$ cat config.mk
export PLATFORM = sky130hd
export DESIGN_NAME = pipe_skid
export DESIGN_NICKNAME = d
export VERILOG_FILES = /design/src/rtl/pipe_skid_pkg.sv /design/src/rtl/pipe_skid_dff.sv /design/src/rtl/pipe_skid.sv
export VERILOG_INCLUDE_DIRS = /design/src /design/src/rtl
export SDC_FILE = /design/constraint.sdc
export NUM_CORES = 1
export LEC_CHECK = 0
export ABC_AREA = 1
export BUFFER_PORTS_ARGS = -buffer_cell sky130_fd_sc_hd__buf_2
export CAP_MARGIN = 20
export CORE_MARGIN = 5
export CORE_UTILIZATION = 45
export CTS_CLUSTER_DIAMETER = 100
export DETAILED_ROUTE_END_ITERATION = 6
export GPL_TIMING_DRIVEN = 0
export PLACE_DENSITY = 0.69
export SETUP_SLACK_MARGIN = 0.3
export SLEW_MARGIN = 15
export SYNTH_ARGS = -nofsm -noshare
export SYNTH_HDL_FRONTEND = slang
export SYNTH_SLANG_ARGS = --single-unit
$ cat constraint.sdc
create_clock -name clk -period 1.5 [get_ports clk]
set_input_delay 0.225 -clock clk [delete_from_list [all_inputs] [get_ports clk]]
set_output_delay 0.225 -clock clk [all_outputs]
set_load 0.05 [all_outputs]
$ cat src/rtl/pipe_ctrl_defs.sv
// Shared pipeline-control state encodings; macro-only so it is safe to include or compile standalone.
`ifndef PIPE_CTRL_DEFS_SV
`define PIPE_CTRL_DEFS_SV

`define PIPE_ST_EMPTY 2'd0
`define PIPE_ST_ONE   2'd1
`define PIPE_ST_TWO   2'd2

`endif

$ cat src/rtl/pipe_skid_pkg.sv
// Constants and helpers for the two-entry skid buffer.
`ifndef PIPE_CTRL_DEFS_SV
`include "pipe_ctrl_defs.sv"
`endif

package pipe_skid_pkg;

    localparam int unsigned STATE_W = 2;

    localparam logic [STATE_W-1:0] ST_EMPTY = `PIPE_ST_EMPTY;
    localparam logic [STATE_W-1:0] ST_ONE   = `PIPE_ST_ONE;
    localparam logic [STATE_W-1:0] ST_TWO   = `PIPE_ST_TWO;

    // Number of held entries implied by a state encoding; the unused code reads as empty.
    function automatic logic [1:0] state_count(input logic [STATE_W-1:0] s);
        logic [1:0] c;
        c = 2'd0;
        case (s)
            ST_ONE:  c = 2'd1;
            ST_TWO:  c = 2'd2;
            default: c = 2'd0;
        endcase
        return c;
    endfunction

endpackage

$ cat src/rtl/pipe_skid_dff.sv
// N-bit write-enabled flipflop with synchronous active-high clear.
module pipe_skid_dff #(
    parameter int unsigned N = 32
) (
    input  logic         clk,
    input  logic         reset,
    input  logic         en,
    input  logic [N-1:0] d,
    output logic [N-1:0] q
);

    // Load on enable, otherwise hold.
    always_ff @(posedge clk) begin
        if (reset) begin
            q <= '0;
        end else if (en) begin
            q <= d;
        end
    end

endmodule

$ cat src/rtl/pipe_skid.sv
// Two-entry elastic buffer (main + skid) giving registered ready and full throughput.
module pipe_skid
    import pipe_skid_pkg::*;
#(
    parameter int unsigned N = 32
) (
    input  logic         clk,
    input  logic         reset,
    input  logic         flush,
    input  logic         in_valid,
    output logic         in_ready,
    input  logic [N-1:0] in_data,
    output logic         out_valid,
    input  logic         out_ready,
    output logic [N-1:0] out_data,
    output logic [1:0]   count
);

    logic [STATE_W-1:0] state;
    logic [STATE_W-1:0] next_state;
    logic               in_ready_q;
    logic               out_valid_q;
    logic               in_xfer;
    logic               out_xfer;
    logic               main_en;
    logic               skid_en;
    logic [N-1:0]       main_d;
    logic [N-1:0]       main_q;
    logic [N-1:0]       skid_q;

    assign in_xfer  = in_valid && in_ready_q;
    assign out_xfer = out_valid_q && out_ready;

    // State register plus handshake flags precomputed from the next state.
    always_ff @(posedge clk) begin
        if (reset) begin
            state       <= ST_EMPTY;
            in_ready_q  <= 1'b1;
            out_valid_q <= 1'b0;
        end else begin
            state       <= next_state;
            in_ready_q  <= (next_state != ST_TWO);
            out_valid_q <= (next_state == ST_ONE) || (next_state == ST_TWO);
        end
    end

    // Next-state and data-register load decisions.
    always_comb begin
        next_state = state;
        main_en    = 1'b0;
        skid_en    = 1'b0;
        main_d     = in_data;
        case (state)
            ST_EMPTY: begin
                if (in_xfer) begin
                    main_en    = 1'b1;
                    next_state = ST_ONE;
                end
            end
            ST_ONE: begin
                if (in_xfer && out_xfer) begin
                    main_en = 1'b1;
                end else if (in_xfer) begin
                    skid_en    = 1'b1;
                    next_state = ST_TWO;
                end else if (out_xfer) begin
                    next_state = ST_EMPTY;
                end
            end
            ST_TWO: begin
                main_d = skid_q;
                if (out_xfer) begin
                    main_en    = 1'b1;
                    next_state = ST_ONE;
                end
            end
            default: begin
                next_state = ST_EMPTY;
            end
        endcase
        // Flush drops everything held and anything offered this cycle.
        if (flush) begin
            next_state = ST_EMPTY;
            main_en    = 1'b0;
            skid_en    = 1'b0;
        end
    end

    pipe_skid_dff #(.N(N)) u_main (
        .clk   (clk),
        .reset (reset),
        .en    (main_en),
        .d     (main_d),
        .q     (main_q)
    );

    pipe_skid_dff #(.N(N)) u_skid (
        .clk   (clk),
        .reset (reset),
        .en    (skid_en),
        .d     (in_data),
        .q     (skid_q)
    );

    assign in_ready  = in_ready_q;
    assign out_valid = out_valid_q;
    assign out_data  = main_q;
    assign count     = state_count(state);

endmodule
==> metrics.md <==
| Metric | Value |
|---|---|
| Status | complete, no violations |
| Setup tns final | 0 ps |
| Pleak | approximately 2.2 nW |
| Worst vdd ir | 0.000660 V |
| Port Buffers | between 70 and 80 |
| Final Max Tran Viols | 0 |
| Least-Margin Pin Slew | approximately 670 ps |
| Layout cells sized above 1 | between 30% and 40% |
| Clock Skew | roughly 5.8 ps |
| Worst hold margin | 85.2 ps |
| CTS tree | built |
| Post-Layout Inst Area | approximately 4400 um^2 |
| Register bit total from synthesis | around 70 |
| Peak Freq | ~0.7 GHz |
| Sequential area share after synthesis | about 45% |
| Mapped Cells | between 400 and 500 |
| GPL Wtd Cong | around 0.85 |
| Setup violators final | 0 |
| DIE HEIGHT | around 92 um |
| Hold Path Origin | reset |
| Synthesized cell area | 3000 um^2 |
| Startpoint types | register |
| Crit path time final | 1400 ps |
| Critical path type | register to output port |
| Htree depth | 3 |
| Pre-CTS setup slack | -5.28 ps |
| DRT Pass-1 Iters | 4 |
| R2R Path Start | state[1] |
| Via-to-Cell Ratio | around 4.8 |
| Final WS setup | 97.0 ps |
| Area Overhead vs Synth | 46.5% |
| Post-route DRC | 0 |
| Crit. Startpoint | state[0] |
| First-pass GRT wire length | ~14000 um |
| Vias | ~3200 |
| Worst Path Required | about 1300 ps |
| Die area | approximately 8400 um^2 |
| Placed cells | between 600 and 700 |
| Nets | ~620 |
| Largest net degree at the start of global routing | 12 |
| Die X | just over 90 um |
| DRT Wirelength | roughly 8500 um |
| Placement Cell Area | approximately 3500 um^2 |
| Crit. End Element | output port |
| Net Count, Synth | 514 |
| Ant diodes | 0 |
| Data arrival, critical path | approximately 1200 ps |
| Longest Clk Path Bufs | 2 |
| Overall routing resource usage | between 20 and 25% |
| Core area | 6420 um^2 |
| WL/cell | 12.8 um |
| Ports | 73 |
| Synth Area per Inst | about 6.3 um^2 |
| Post-CTS Hold Buffers | 0 |
| Initial core utilization | between 40% and 50% |
| TritonCTS Buffers | 9 |
| Fillers | between 500 and 600 |
| Core Util, Final | just under 70% |
| Vias in the first global route | a little over 3000 |
| Skew-Pair Late Insertion Delay | ~340 ps |
| Initial DRC count | around 120 |
| Critical Path Fanout Max | 4 |
| Final Power | around 4.3 mW |
| Worst hold-check path type | input pin to register |
| Num Clock Sinks | just under 70 |
| Post-route antenna net violation count | 0 |
| Crit share post-route | just over 90% |
| Maximum capacitance violations | 0 |
| Area occupied by multi-input gates | about 1600 um^2 |
| Headroom to the max-slew limit | a little under three fifths |
| Synth Warn # | 0 |
| Initial antenna violation count | 0 |
| Clock Pin Slew Worst Setup and Hold Paths | about 70 ps |
| Total grt overflow | 0 |
| Number of core rows | 29 |
| Post-DP HPWL | approximately 5300 um |
| Area occupied by registers | between 1000 and 1500 um^2 |
| RSZ-0062 raised after global routing | yes |
| Root Buffer | clkbuf_8 |
| Netlist cell types | 15 |
| Power Density | 978 nW/um^2 |
| Final Hold Viols | 0 |
| Final cell count without fillers | approximately 670 |
==> cell type report <==
type / instances / area share, %
multi-input combinational: 343 / 35.6
sequential: 68 / 31.3
timing repair buffer: 96 / 16.8
buffer: 26 / 6.21
inverter: 40 / 3.76
clock buffer: 11 / 2.99
tap: 77 / 2.19
clock inverter: 5 / 1.17
==> repair_timing <==
action | in CTS | in global routing
cloned | 10 | 1
setup buffers | 10 | 4
resized for setup | 106 | 56
pin swaps | 8 | 22
endpoints found under the setup margin | 67 | 82
==> logic make-up (layout without fill, tap and decap cells) <==
group,count (synthesis),count (layout),share of synthesized area (%)
buffers and inverters,66,178,9.68
DFF,68,68,45.4
and+or+nand+nor,308,309,39.0
adders and majority gates,1,1,0.417
AOI/OAI and AO/OA,33,33,5.51
==> cell usage in the layout, fill, tap and decap left out, types with 2 or more instances in the layout <==
cell type and instances:
o21ai_1 6, buf_12 4, clkbuf_2 2, buf_6 11
dfxtp_4 4, dfxtp_1 64, nor2_2 3, nand2_1 153
buf_4 12, clkbuf_8 10, buf_16 2, buf_8 14
clkbuf_1 6, nor2_1 129, nor2_4 3, o21ai_2 26
nand2_4 2, clkbuf_4 13, buf_2 57, inv_4 2
inv_1 35, nand3_4 2, clkinv_2 3, inv_2 3
nand2_2 15
==> flip-flops by register name (all words and copies together), names as in the netlist <==
signal and flops:
u_main.q 32, u_skid.q 32, state 2, in_ready 1, out_valid 1
==> critical path: stages (launching register included) <==
cell	delay, ps
dfxtp_4	360
inv_2	100
nand2_4	80
inv_4	60
buf_8	100
buf_8	140
==> synth_stat cells <==
master / n / share of area [%]
nand2_1: 170 / 21
nor2_1: 134 / 17
dfxtp_1: 68 / 45
inv_1: 36 / 4.5
o21ai_0: 33 / 5.5
buf_4: 9 / 2.3
clkbuf_1: 9 / 1.1
buf_2: 7 / 1.2
inv_2: 4 / 0.50
buf_1: 1 / 0.13
ha_1: 1 / 0.42
nand3_2: 1 / 0.33
nor2_2: 1 / 0.21
nor3_1: 1 / 0.17
nor4_1: 1 / 0.21
==> path summary, 6_finish.rpt <==
kind	cells after the start	slack (ps)	to
min	2	90	out_valid
min reg2reg	2	470	u_main.q[1]
max reg2reg	9	140	u_main.q[24]
max	5	100	count[1]
==> power breakdown <==
group	leakage, nW	switching [mW]	internal (mW)
Sequential	0.557	0.0442	1.89
Clock	0.0974	0.683	0.762
Combinational	1.57	0.585	0.331
==> layer usage <==
metal,vias up,global-route usage [%],routed length [um]
met5,-,0,0
met4,0,10.6,150
met3,16,4.09,421
met2,75,35.3,4250
met1,1444,24.3,3680
li1,1638,-,-
No activity file was read; power rests on OpenSTA's default activity.
